`src/rtl/memory_bus_arbiter_if.sv`:
```
// Bus bundle for memory_bus_arbiter: flattened upstream request/response lanes
// plus the single downstream port. umsLock exists only when ARBITER_LOCK_EN is defined.
interface memory_bus_arbiter_if #(
  parameter int NUM_MASTERS     = 4,
  parameter int DATA_WIDTH      = 24,
  parameter int ADDRESS_WIDTH   = 32,
  parameter int MASTER_ID_WIDTH = 8
) ();
  logic [NUM_MASTERS*MASTER_ID_WIDTH-1:0] umsID;
  logic [NUM_MASTERS*ADDRESS_WIDTH-1:0]   umsAddress;
  logic [NUM_MASTERS*DATA_WIDTH-1:0]      umsData;
  logic [NUM_MASTERS-1:0]                 umsWrite;
  logic [NUM_MASTERS-1:0]                 umsValid;
  logic [NUM_MASTERS-1:0]                 umsTaken;
`ifdef ARBITER_LOCK_EN
  logic [NUM_MASTERS-1:0]                 umsLock;
`endif
  logic [MASTER_ID_WIDTH-1:0]             usmID;
  logic [DATA_WIDTH-1:0]                  usmData;
  logic [NUM_MASTERS-1:0]                 usmValid;
  logic [NUM_MASTERS-1:0]                 usmTaken;
  logic [MASTER_ID_WIDTH-1:0]             dmsID;
  logic [ADDRESS_WIDTH-1:0]               dmsAddress;
  logic [DATA_WIDTH-1:0]                  dmsData;
  logic                                   dmsWrite;
  logic                                   dmsValid;
  logic                                   dmsTaken;
  logic [MASTER_ID_WIDTH-1:0]             dsmID;
  logic [DATA_WIDTH-1:0]                  dsmData;
  logic                                   dsmValid;
  logic                                   dsmTaken;
  logic                                   unroutedError;

  modport slave (
`ifdef ARBITER_LOCK_EN
    input  umsLock,
`endif
    input  umsID, umsAddress, umsData, umsWrite, umsValid, usmTaken,
    input  dmsTaken, dsmID, dsmData, dsmValid,
    output umsTaken, usmID, usmData, usmValid,
    output dmsID, dmsAddress, dmsData, dmsWrite, dmsValid, dsmTaken, unroutedError
  );

  modport master (
`ifdef ARBITER_LOCK_EN
    output umsLock,
`endif
    output umsID, umsAddress, umsData, umsWrite, umsValid, usmTaken,
    output dmsTaken, dsmID, dsmData, dsmValid,
    input  umsTaken, usmID, usmData, usmValid,
    input  dmsID, dmsAddress, dmsData, dmsWrite, dmsValid, dsmTaken, unroutedError
  );
endinterface

```
`src/rtl/memory_bus_arbiter.sv`:
```
// Round-robin arbiter sharing one downstream memory port among NUM_MASTERS masters,
// with ID-range response routing. Optional burst lock enabled by ARBITER_LOCK_EN.
module memory_bus_arbiter #(
  parameter int                         NUM_MASTERS     = 4,
  parameter int                         DATA_WIDTH      = 24,
  parameter int                         ADDRESS_WIDTH   = 32,
  parameter int                         MASTER_ID_WIDTH = 8,
  parameter logic [MASTER_ID_WIDTH-1:0] MASTER_ID_BASE  = 8'd4,
  parameter int                         IDS_PER_MASTER  = 4
) (
  input logic                 clock,
  input logic                 reset,
  memory_bus_arbiter_if.slave bus
);
  localparam int PW    = $clog2(NUM_MASTERS);
  localparam int SHIFT = $clog2(IDS_PER_MASTER);

  typedef enum logic {EMPTY = 1'b0, FULL = 1'b1} req_state_t;

  req_state_t                 state_reg, state_next;
  logic [PW-1:0]              ptr_reg, ptr_next;
  logic [MASTER_ID_WIDTH-1:0] dms_id_reg;
  logic [ADDRESS_WIDTH-1:0]   dms_addr_reg;
  logic [DATA_WIDTH-1:0]      dms_data_reg;
  logic                       dms_write_reg;

  logic [MASTER_ID_WIDTH-1:0] ms_id   [NUM_MASTERS];
  logic [ADDRESS_WIDTH-1:0]   ms_addr [NUM_MASTERS];
  logic [DATA_WIDTH-1:0]      ms_data [NUM_MASTERS];

  logic [NUM_MASTERS-1:0]     eligible;
  logic                       grant_found;
  logic [PW-1:0]              grant_idx;
  logic [PW-1:0]              cand;
  logic                       can_load;
  logic                       load;
  logic                       advance;

  for (genvar gi = 0; gi < NUM_MASTERS; gi++) begin : g_unpack
    assign ms_id[gi]   = bus.umsID[gi*MASTER_ID_WIDTH +: MASTER_ID_WIDTH];
    assign ms_addr[gi] = bus.umsAddress[gi*ADDRESS_WIDTH +: ADDRESS_WIDTH];
    assign ms_data[gi] = bus.umsData[gi*DATA_WIDTH +: DATA_WIDTH];
  end

`ifdef ARBITER_LOCK_EN
  logic                   lock_reg, lock_next;
  logic [PW-1:0]          owner_reg, owner_next;
  logic [NUM_MASTERS-1:0] owner_mask;

  for (genvar gi = 0; gi < NUM_MASTERS; gi++) begin : g_owner
    assign owner_mask[gi] = (owner_reg == PW'(gi));
  end

  // While a burst holds the lock, only its owner competes.
  assign eligible = lock_reg ? (bus.umsValid & owner_mask) : bus.umsValid;
  assign advance  = !bus.umsLock[grant_idx];

  always_comb begin
    lock_next  = lock_reg;
    owner_next = owner_reg;
    if (load) begin
      lock_next  = bus.umsLock[grant_idx];
      owner_next = grant_idx;
    end
  end

  always_ff @(posedge clock) begin
    if (reset) begin
      lock_reg  <= 1'b0;
      owner_reg <= '0;
    end else begin
      lock_reg  <= lock_next;
      owner_reg <= owner_next;
    end
  end
`else
  assign eligible = bus.umsValid;
  assign advance  = 1'b1;
`endif

  // Descending scan so the candidate closest to the pointer is written last and wins.
  always_comb begin
    grant_found = 1'b0;
    grant_idx   = '0;
    cand        = '0;
    for (int k = NUM_MASTERS - 1; k >= 0; k--) begin
      cand = PW'((int'(ptr_reg) + k) % NUM_MASTERS);
      if (eligible[cand]) begin
        grant_found = 1'b1;
        grant_idx   = cand;
      end
    end
  end

  assign can_load = (state_reg == EMPTY) || bus.dmsTaken;
  assign load     = can_load && grant_found && !reset;

  always_ff @(posedge clock) begin
    if (reset) begin
      state_reg     <= EMPTY;
      ptr_reg       <= '0;
      dms_id_reg    <= '0;
      dms_addr_reg  <= '0;
      dms_data_reg  <= '0;
      dms_write_reg <= 1'b0;
    end else begin
      state_reg <= state_next;
      ptr_reg   <= ptr_next;
      if (load) begin
        dms_id_reg    <= ms_id[grant_idx];
        dms_addr_reg  <= ms_addr[grant_idx];
        dms_data_reg  <= ms_data[grant_idx];
        dms_write_reg <= bus.umsWrite[grant_idx];
      end
    end
  end

  always_comb begin
    state_next = state_reg;
    ptr_next   = ptr_reg;
    if (load) begin
      state_next = FULL;
      if (advance) begin
        ptr_next = (grant_idx == PW'(NUM_MASTERS - 1)) ? '0 : grant_idx + PW'(1);
      end
    end else if (state_reg == FULL && bus.dmsTaken) begin
      state_next = EMPTY;
    end
  end

  always_comb begin
    bus.dmsValid = (state_reg == FULL) && !reset;
    bus.umsTaken = '0;
    for (int i = 0; i < NUM_MASTERS; i++) begin
      bus.umsTaken[i] = load && (grant_idx == PW'(i));
    end
  end

  assign bus.dmsID      = dms_id_reg;
  assign bus.dmsAddress = dms_addr_reg;
  assign bus.dmsData    = dms_data_reg;
  assign bus.dmsWrite   = dms_write_reg;

  logic                       resp_valid_reg;
  logic [PW-1:0]              resp_dest_reg;
  logic [MASTER_ID_WIDTH-1:0] usm_id_reg;
  logic [DATA_WIDTH-1:0]      usm_data_reg;
  logic                       error_reg;

  logic [MASTER_ID_WIDTH-1:0] rel_id;
  logic [MASTER_ID_WIDTH-1:0] dest_wide;
  logic                       routable;
  logic                       drain;
  logic                       accept;

  // Unsigned subtraction wraps below the base, so the >= test guards that case.
  assign rel_id    = bus.dsmID - MASTER_ID_BASE;
  assign dest_wide = rel_id >> SHIFT;
  assign routable  = (bus.dsmID >= MASTER_ID_BASE) &&
                     (dest_wide < MASTER_ID_WIDTH'(NUM_MASTERS));
  assign drain     = resp_valid_reg && bus.usmTaken[resp_dest_reg];
  assign bus.dsmTaken = !reset && (!resp_valid_reg || bus.usmTaken[resp_dest_reg]);
  assign accept    = bus.dsmValid && bus.dsmTaken;

  always_ff @(posedge clock) begin
    if (reset) begin
      resp_valid_reg <= 1'b0;
      resp_dest_reg  <= '0;
      usm_id_reg     <= '0;
      usm_data_reg   <= '0;
      error_reg      <= 1'b0;
    end else begin
      if (accept && routable) begin
        resp_valid_reg <= 1'b1;
        resp_dest_reg  <= dest_wide[PW-1:0];
        usm_id_reg     <= bus.dsmID;
        usm_data_reg   <= bus.dsmData;
      end else if (drain) begin
        resp_valid_reg <= 1'b0;
      end
      if (accept && !routable) begin
        error_reg <= 1'b1;
      end
    end
  end

  for (genvar gi = 0; gi < NUM_MASTERS; gi++) begin : g_usm_valid
    assign bus.usmValid[gi] = resp_valid_reg && !reset && (resp_dest_reg == PW'(gi));
  end

  assign bus.usmID         = usm_id_reg;
  assign bus.usmData       = usm_data_reg;
  assign bus.unroutedError = error_reg;
endmodule

```
`src/flat_wrapper.sv`:
```
// flat-port wrapper written by rule: the top's interface ports become plain ports
module memory_bus_arbiter_flat 
#(
  parameter int                         NUM_MASTERS     = 4,
  parameter int                         DATA_WIDTH      = 24,
  parameter int                         ADDRESS_WIDTH   = 32,
  parameter int                         MASTER_ID_WIDTH = 8,
  parameter logic [MASTER_ID_WIDTH-1:0] MASTER_ID_BASE  = 8'd4,
  parameter int                         IDS_PER_MASTER  = 4
)
  (clock, reset, bus_umsID, bus_umsAddress, bus_umsData, bus_umsWrite, bus_umsValid, bus_usmTaken, bus_dmsTaken, bus_dsmID, bus_dsmData, bus_dsmValid, bus_umsTaken, bus_usmID, bus_usmData, bus_usmValid, bus_dmsID, bus_dmsAddress, bus_dmsData, bus_dmsWrite, bus_dmsValid, bus_dsmTaken, bus_unroutedError);
  memory_bus_arbiter_if #(.NUM_MASTERS(NUM_MASTERS), .DATA_WIDTH(DATA_WIDTH), .ADDRESS_WIDTH(ADDRESS_WIDTH), .MASTER_ID_WIDTH(MASTER_ID_WIDTH)) bus_i ();
  input logic clock;
  input logic reset;
  input wire logic [$bits(bus_i.umsID)-1:0] bus_umsID;
  input wire logic [$bits(bus_i.umsAddress)-1:0] bus_umsAddress;
  input wire logic [$bits(bus_i.umsData)-1:0] bus_umsData;
  input wire logic [$bits(bus_i.umsWrite)-1:0] bus_umsWrite;
  input wire logic [$bits(bus_i.umsValid)-1:0] bus_umsValid;
  input wire logic [$bits(bus_i.usmTaken)-1:0] bus_usmTaken;
  input wire logic [$bits(bus_i.dmsTaken)-1:0] bus_dmsTaken;
  input wire logic [$bits(bus_i.dsmID)-1:0] bus_dsmID;
  input wire logic [$bits(bus_i.dsmData)-1:0] bus_dsmData;
  input wire logic [$bits(bus_i.dsmValid)-1:0] bus_dsmValid;
  output wire logic [$bits(bus_i.umsTaken)-1:0] bus_umsTaken;
  output wire logic [$bits(bus_i.usmID)-1:0] bus_usmID;
  output wire logic [$bits(bus_i.usmData)-1:0] bus_usmData;
  output wire logic [$bits(bus_i.usmValid)-1:0] bus_usmValid;
  output wire logic [$bits(bus_i.dmsID)-1:0] bus_dmsID;
  output wire logic [$bits(bus_i.dmsAddress)-1:0] bus_dmsAddress;
  output wire logic [$bits(bus_i.dmsData)-1:0] bus_dmsData;
  output wire logic [$bits(bus_i.dmsWrite)-1:0] bus_dmsWrite;
  output wire logic [$bits(bus_i.dmsValid)-1:0] bus_dmsValid;
  output wire logic [$bits(bus_i.dsmTaken)-1:0] bus_dsmTaken;
  output wire logic [$bits(bus_i.unroutedError)-1:0] bus_unroutedError;
  assign bus_i.umsID = bus_umsID;
  assign bus_i.umsAddress = bus_umsAddress;
  assign bus_i.umsData = bus_umsData;
  assign bus_i.umsWrite = bus_umsWrite;
  assign bus_i.umsValid = bus_umsValid;
  assign bus_i.usmTaken = bus_usmTaken;
  assign bus_i.dmsTaken = bus_dmsTaken;
  assign bus_i.dsmID = bus_dsmID;
  assign bus_i.dsmData = bus_dsmData;
  assign bus_i.dsmValid = bus_dsmValid;
  assign bus_umsTaken = bus_i.umsTaken;
  assign bus_usmID = bus_i.usmID;
  assign bus_usmData = bus_i.usmData;
  assign bus_usmValid = bus_i.usmValid;
  assign bus_dmsID = bus_i.dmsID;
  assign bus_dmsAddress = bus_i.dmsAddress;
  assign bus_dmsData = bus_i.dmsData;
  assign bus_dmsWrite = bus_i.dmsWrite;
  assign bus_dmsValid = bus_i.dmsValid;
  assign bus_dsmTaken = bus_i.dsmTaken;
  assign bus_unroutedError = bus_i.unroutedError;
  memory_bus_arbiter #(.NUM_MASTERS(NUM_MASTERS), .DATA_WIDTH(DATA_WIDTH), .ADDRESS_WIDTH(ADDRESS_WIDTH), .MASTER_ID_WIDTH(MASTER_ID_WIDTH), .MASTER_ID_BASE(MASTER_ID_BASE), .IDS_PER_MASTER(IDS_PER_MASTER)) u_core (.clock(clock), .reset(reset), .bus(bus_i));
endmodule
```
`config.mk`:
```
export PLATFORM = sky130hd
export DESIGN_NAME = memory_bus_arbiter_flat
export DESIGN_NICKNAME = d
export VERILOG_FILES = /design/src/rtl/memory_bus_arbiter_if.sv /design/src/rtl/memory_bus_arbiter.sv /design/src/flat_wrapper.sv
export SDC_FILE = /design/constraint.sdc
export NUM_CORES = 1
export LEC_CHECK = 0
export CAP_MARGIN = 20
export CORE_AREA = 2 2 159 161
export CTS_CLUSTER_SIZE = 8
export DETAILED_ROUTE_END_ITERATION = 12
export DIE_AREA = 0 0 161 163
export SYNTH_ARGS = -nofsm -noshare
export SYNTH_HDL_FRONTEND = slang
export SYNTH_SLANG_ARGS = --single-unit
```
`constraint.sdc`:
```
create_clock -name clock -period 2.1 [get_ports clock]
set_input_delay 0.315 -clock clock [delete_from_list [all_inputs] [get_ports clock]]
set_output_delay 0.315 -clock clock [all_outputs]
set_load 0.05 [all_outputs]
```
==> flow_metrics.env, run 1 <==
export IMPL_run_status="complete, but fails checks"
export IMPL_violations="negative setup slack"
export IMPL_path_clk_slew_ns=0.08
export IMPL_tritoncts_num_buffers=9
export IMPL_post_drt_wl_per_cell_um=18.53
export IMPL_io_buffer_count=411
export IMPL_clock_path_buffers=2
export IMPL_fp_dieH_um=163
export IMPL_clkSinkCount=104
export IMPL_max_stage_delay_ns=0.39
export IMPL_synth_seq_cells=104
export IMPL_dpl_instance_area_um2=10720
export IMPL_design_final_nets=1346
export IMPL_antenna_found_initial=2
export IMPL_power_switching_mw=3.177
export IMPL_worst_slew_pin_slew_ns=0.5607
export IMPL_flip_flop_count_of_the_largest_register_all_copies_and_words_added=32
export IMPL_cp_cell_sequence="buf_6 > nand2_2 > a221o_1 > and2_4 > inv_4 > ha_4 > and2_4 > buf_12"
export IMPL_synth_main_ff_cell="sky130_fd_sc_hd__dfxtp_1"
export IMPL_critical_path_reg2reg_startpoint="u_core.ptr_reg[1]"
export IMPL_synth_top_cells_by_count="sky130_fd_sc_hd__dfxtp_1 (104), sky130_fd_sc_hd__mux2i_1 (62), sky130_fd_sc_hd__o21ai_0 (52)"
export IMPL_final_antenna_violating_net_count=0
export IMPL_setup_viol_count_final=4
export IMPL_synth_cell_type_count=45
export IMPL_final_worst_path_setup_slack_ns=-0.05077
export IMPL_netlist_area_leader_share=0.3714
export IMPL_groute_usage_overall=0.1851
export IMPL_grt_start_max_net_pins=36
export IMPL_timing_critical_path_buf_inv=3
export IMPL_vias=6435
export IMPL_core_util_final=0.4543
export IMPL_detail_route_first_pass_iterations=5
export IMPL_hold_violations=0
export IMPL_initial_core_util=0.2272
export IMPL_worstSetupPathDepth=8
export IMPL_crit_slowest_cell="sky130_fd_sc_hd__dfxtp_4"
export IMPL_final_max_slew_violation_count=0
export IMPL_syn_area_per_cell_um2=9.311
export IMPL_root_buffer="sky130_fd_sc_hd__clkbuf_16"
export IMPL_gpl_final_weighted_congestion=0.8449
export IMPL_worst_slew_margin_rel=0.6250
export IMPL_stdcell_area_um2=11210
export IMPL_synthTopCellsByArea="sky130_fd_sc_hd__dfxtp_1 (37%), sky130_fd_sc_hd__mux2i_1 (11%), sky130_fd_sc_hd__a221o_1 (8.9%), sky130_fd_sc_hd__mux2_2 (5.8%), sky130_fd_sc_hd__o21ai_0 (4.6%)"
export IMPL_detailedRoute_firstIterationViolations=357
export IMPL_yosysMostFrequentCell="sky130_fd_sc_hd__dfxtp_1"
export IMPL_gr_usage_met1=0.2178
export IMPL_arrival_ns=1.84
export IMPL_busiest_layer_in_global_routing="met2"
export IMPL_floorplan_io_pins=412
export IMPL_final_global_route_overflow_total=0
export IMPL_final_period_utilization=1.024
export IMPL_combinationalPowerShare=0.475
export IMPL_drt_total_wl_um=25440
export IMPL_first_global_vias=6528
export IMPL_worst_setup_path_endpoint="bus_umsTaken[0]"
export IMPL_most_common_cell_type_on_the_critical_path="sky130_fd_sc_hd__and2_4"
export IMPL_die_width_um=161
export IMPL_syn_to_final_growth_pct=99.95
export IMPL_place_ws_ns=-0.4134
export IMPL_async_reset_ff_frac=0
export IMPL_min_period_ns=2.151
export IMPL_ff2ff_path_depth=9
export IMPL_worst_setup_path_end_kind="output port"
export IMPL_synthesized_netlist_cell_count=602
export IMPL_regToRegEndpoint="u_core.bus.dmsAddress[27]"
export IMPL_cts_tree="built"
export IMPL_timing_worst_setup_path_type="register to output port"
export IMPL_seqPwrFrac=0.299
export IMPL_timing_critical_path_max_delay_family="flip-flops"
export IMPL_timing_critical_path_from_type="register"
export IMPL_core_region_area_um2=24670
export IMPL_clock_tree_htree_level_count=3
export IMPL_power_clock_fraction=0.226
export IMPL_dpl_hpwl_um=19130
export IMPL_insertion_delay_ns=0.36
export IMPL_crit_fanout=4
export IMPL_rsz0062_at_grt="true"
export IMPL_maximum_capacitance_violations=0
export IMPL_irDropWorstVdd_mv=0.3717
export IMPL_met2_usage=0.3270
export IMPL_setup_reg_to_reg_worst_slack_ns=0.15
export IMPL_number_of_synthesized_flops_with_an_enable_pin=0
export IMPL_synth_fp_nets=911
export IMPL_class_of_the_most_critical_hold_timing_path="input pin to register"
export IMPL_post_drt_via_cell_ratio=4.687
export IMPL_synth_seq_area_share=0.3714
export IMPL_largest_clock_skew_in_the_final_design_ns=0.01359
export IMPL_groute_layer_met3_usage=0.05399
export IMPL_power_density_nw_per_um2=725.2
export IMPL_clock_fmax_mhz=465.0
export IMPL_synth_top_cell_by_area="sky130_fd_sc_hd__dfxtp_1"
export IMPL_area_of_the_die_um2=26240
export IMPL_cellInternalPower_mw=4.951
export IMPL_sw_frac_of_total=0.3909
export IMPL_cp_startpoint="u_core.ptr_reg[1]"
export IMPL_syn_cell_area_um2=5605
export IMPL_power_leakage_nw=4.412
export IMPL_grt_pass1_wl_um=37650
export IMPL_critical_path_required_ns=1.78
export IMPL_yosysWarningCount=0
export IMPL_ctsHoldBuffers=0
export IMPL_route_detailed_drc=0
export IMPL_row_count=58
export IMPL_layout_drive_gt1_share=0.1536
## logic make-up (layout without fill, tap and decap cells)
family,Yosys count,in the layout,synth area share
DFF,104,104,0.3714
AOI/OAI and AO/OA,176,176,0.2154
muxes,112,112,0.2138
adders and majority gates,5,5,0.01116
buffers and inverters,67,507,0.05335
and+or+nand+nor,137,137,0.1333
xor gates and xnor gates,1,1,0.001563
other,0,1,0
## cell usage in the layout (no fill, tap or decap), types with 26 or more instances in the layout
| cell | n |
|---|---|
| sky130_fd_sc_hd__nand3_1 | 50 |
| sky130_fd_sc_hd__o21ai_0 | 52 |
| sky130_fd_sc_hd__nor2_1 | 35 |
| sky130_fd_sc_hd__dfxtp_1 | 101 |
| sky130_fd_sc_hd__buf_4 | 53 |
| sky130_fd_sc_hd__mux2i_1 | 60 |
| sky130_fd_sc_hd__buf_12 | 26 |
| sky130_fd_sc_hd__a21oi_1 | 50 |
| sky130_fd_sc_hd__a221o_1 | 50 |
| sky130_fd_sc_hd__clkdlybuf4s50_1 | 395 |
| sky130_fd_sc_hd__mux2_2 | 29 |
## area by class of cell
type / instances / area [um2]
Fill cell: 2400 / 13470
Timing Repair Buffer: 485 / 5016
Multi-Input combinational cell: 431 / 3341
Sequential cell: 104 / 2091
Tap cell: 330 / 412.9
Clock buffer: 9 / 225.2
Clock inverter: 7 / 92.59
Inverter: 6 / 27.53
Antenna cell: 1 / 2.502
## routing by layer
metal  part of all wire  routed length (um)  up-vias
met5            0.00063                  16        -
met2               0.50               12720      299
met1               0.40               10260     2947
li1                   -                   -     3161
met3              0.078                1980       26
met4              0.018                 455        2
## how the worst min path moves through the flow
| stage | startpoint | end | slack [ns] | depth (start not counted) |
|---|---|---|---|---|
| after CTS | reset | u_core.ptr_reg[0] | 0.28 | 2 |
| after floorplan | bus_dsmData[0] | u_core.bus.usmData[0] | 0.46 | 2 |
| after detailed placement | u_core.bus.dmsAddress[4] | u_core.bus.dmsAddress[4] | 0.47 | 1 |
| after global placement | u_core.bus.unroutedError | u_core.bus.unroutedError | 0.46 | 2 |
| final | reset | u_core.ptr_reg[0] | 0.29 | 2 |
| after global routing | reset | u_core.ptr_reg[0] | 0.31 | 2 |
## stage by stage
step	hold WS [ns]	setup TNS, ns	total power [mW]	instances
final	0.2946	-0.1932	8.128	1373
after global routing	0.3053	-0.5506	8.522	1373
after CTS	0.2757	-0.2792	8.226	1371
after detailed placement	0.4696	-34.49	6.283	1353
after global placement	0.4566	-32.15	6.273	1353
after floorplan	0.4589	-1.326	4.469	602
## power groups by stage
stage / sequential (mW) / combinational [mW] / clock, mW
after floorplan: 3.37 / 1.10 / 0
after global placement: 2.47 / 3.81 / 0
after detailed placement: 2.46 / 3.82 / 0
after CTS: 2.43 / 3.89 / 1.91
after global routing: 2.46 / 4.09 / 1.97
final: 2.43 / 3.86 / 1.83
## what timing repair did
action | 4_1_cts | 5_1_grt
pin swaps | 1 | 3
cloned | 0 | 2
buffers inserted | 2 | 0
endpoints found under the setup margin | 6 | 37
resized for setup | 32 | 8
(Power assumes the default switching activity.)
==> inputs of run 2 (changes only) <==
Settings changed: REMOVE_ABC_BUFFERS set to 1.
==> flow_metrics.env, run 2 (synthesis results as in run 1) <==
export IMPL_run_status="complete, but fails checks"
export IMPL_violations="negative setup slack"
export IMPL_num_fill_cells=2394
export IMPL_hold_start="bus_dsmID[3]"
export IMPL_clock_fmax_mhz=460.7
export IMPL_first_global_vias=6639
export IMPL_hold_violations=0
export IMPL_critical_path_reg2reg_startpoint="u_core.ptr_reg[1]"
export IMPL_syn_to_final_growth_pct=98.84
export IMPL_setup_viol_count_final=4
export IMPL_flip_flop_count_of_the_largest_register_all_copies_and_words_added=32
export IMPL_grt_start_max_net_pins=50
export IMPL_antenna_found_initial=1
export IMPL_floorplan_io_pins=412
export IMPL_most_frequent_cells_in_the_layout="sky130_fd_sc_hd__clkdlybuf4s50_1 (394), sky130_fd_sc_hd__dfxtp_1 (101), sky130_fd_sc_hd__mux2i_1 (61)"
export IMPL_area_of_the_die_um2=26240
export IMPL_groute_usage_overall=0.1877
export IMPL_clkSinkCount=104
export IMPL_dpl_hpwl_um=19100
export IMPL_clock_path_buffers=2
export IMPL_post_drt_via_cell_ratio=4.775
export IMPL_crit_fanout=5
export IMPL_die_width_um=161
export IMPL_total_power_mw=8.263
export IMPL_power_leakage_nw=4.382
export IMPL_route_detailed_drc=0
export IMPL_detail_route_first_pass_iterations=4
export IMPL_io_buffer_count=411
export IMPL_core_util_final=0.4517
export IMPL_vias=6489
export IMPL_final_antenna_violating_net_count=0
export IMPL_clock_tree_htree_level_count=3
export IMPL_final_common_cell="sky130_fd_sc_hd__clkdlybuf4s50_1"
export IMPL_worst_setup_path_end_kind="output port"
export IMPL_maximum_capacitance_violations=0
export IMPL_place_ws_ns=-0.5576
export IMPL_timing_critical_path_from_type="register"
export IMPL_core_region_area_um2=24670
export IMPL_insertion_delay_ns=0.36
export IMPL_class_of_the_most_critical_hold_timing_path="input pin to register"
export IMPL_root_buffer="sky130_fd_sc_hd__clkbuf_16"
export IMPL_cts_tree="built"
export IMPL_initial_core_util=0.2272
export IMPL_critical_path_required_ns=1.78
export IMPL_tritoncts_num_buffers=9
export IMPL_ctsHoldBuffers=0
export IMPL_regToRegEndpoint="u_core.bus.dmsData[3]"
export IMPL_timing_hold_worst_endpoint="u_core.bus.usmID[3]"
export IMPL_layout_drive_gt1_share=0.1420
export IMPL_drt_total_wl_um=26340
export IMPL_ff2ff_path_depth=8
export IMPL_fp_dieH_um=163
export IMPL_gpl_final_weighted_congestion=0.8214
export IMPL_hold_path_depth=3
export IMPL_power_density_nw_per_um2=741.3
export IMPL_arrival_ns=1.86
export IMPL_final_max_slew_violation_count=0
export IMPL_final_worst_path_setup_slack_ns=-0.07038
export IMPL_final_global_route_overflow_total=0
export IMPL_setup_reg_to_reg_worst_slack_ns=0.07
export IMPL_final_period_utilization=1.034
export IMPL_largest_clock_skew_in_the_final_design_ns=0.01141
export IMPL_worst_slew_pin_slew_ns=0.6043
export IMPL_worst_slew_margin_rel=0.5959
export IMPL_path_clk_slew_ns=0.08
export IMPL_rsz0062_at_grt="true"
export IMPL_row_count=58
export IMPL_detailedRoute_firstIterationViolations=249
export IMPL_min_period_ns=2.170
export IMPL_timing_worst_setup_path_type="register to output port"
export IMPL_post_drt_wl_per_cell_um=19.38
export IMPL_design_final_nets=1332
export IMPL_grt_pass1_wl_um=37970
export IMPL_irDropWorstVdd_mv=0.3381
export IMPL_timing_hold_ws_ns=0.3142
-- run 2: metrics by stage --
step                      area, um2  setup TNS, ns  std cells
after floorplan                5329         -92.39        541
after global routing          11140        -0.7244       1358
after CTS                     11020        -0.3678       1353
final                         11150        -0.1526       1359
after global placement        10560         -33.48       1331
after detailed placement      10560         -36.84       1331
-- run 2: report_power, final --
group	total (mW)	internal (mW)	switching, mW
sequential	2.42	2.26	0.165
clock	1.98	1.09	0.895
combinational	3.86	1.79	2.07
-- run 2: layout make-up --
class	count	area, um2	area share
multi-input cells	431	3327	0.2985
flip-flops and latches	104	2088	0.1874
inverters	6	25.02	0.002245
clock buffers	9	225.2	0.02021
clock inverters	7	123.9	0.01111
diodes	1	2.502	0.0002245
well taps	330	412.9	0.03705
repair buffers	471	4941	0.4433
-- run 2: layer usage --
metal | vias up | track usage | part of all wire
li1 | 3125 | - | -
met1 | 3024 | 0.2144 | 0.40
met2 | 304 | 0.3365 | 0.49
met3 | 36 | 0.04966 | 0.078
met4 | 0 | 0.06899 | 0.027
met5 | - | 0 | 0
-- run 2: worst max path at each step --
stage | start | endpoint | slack, ns | depth (start not counted)
floorplan | u_core.ptr_reg[1] | bus_umsTaken[2] | -1.57 | 6
global placement | bus_umsValid[2] | u_core.bus.dmsID[0] | -0.53 | 8
detailed placement | bus_umsValid[1] | u_core.bus.dmsID[0] | -0.56 | 9
CTS | u_core.ptr_reg[1] | bus_umsTaken[0] | -0.13 | 8
global route | u_core.ptr_reg[1] | bus_umsTaken[0] | -0.16 | 8
finish | u_core.ptr_reg[1] | bus_umsTaken[0] | -0.07 | 8
-- run 2: timing repair --
action / CTS / global route
setup buffers: 6 / 2
resized for setup: 28 / 5
setup endpoints to repair: 37 / 79
cloned: 0 / 5
pin swaps: 3 / 5
-- run 2: critical path, cell delays in order, from the launching register on --
cell and delay (ns):
sky130_fd_sc_hd__dfxtp_4 0.40, sky130_fd_sc_hd__mux2i_4 0.27, sky130_fd_sc_hd__o22ai_4 0.10, sky130_fd_sc_hd__nor2_4 0.12, sky130_fd_sc_hd__inv_4 0.06, sky130_fd_sc_hd__buf_12 0.12, sky130_fd_sc_hd__ha_4 0.14, sky130_fd_sc_hd__and2_4 0.14
sky130_fd_sc_hd__buf_12 0.14
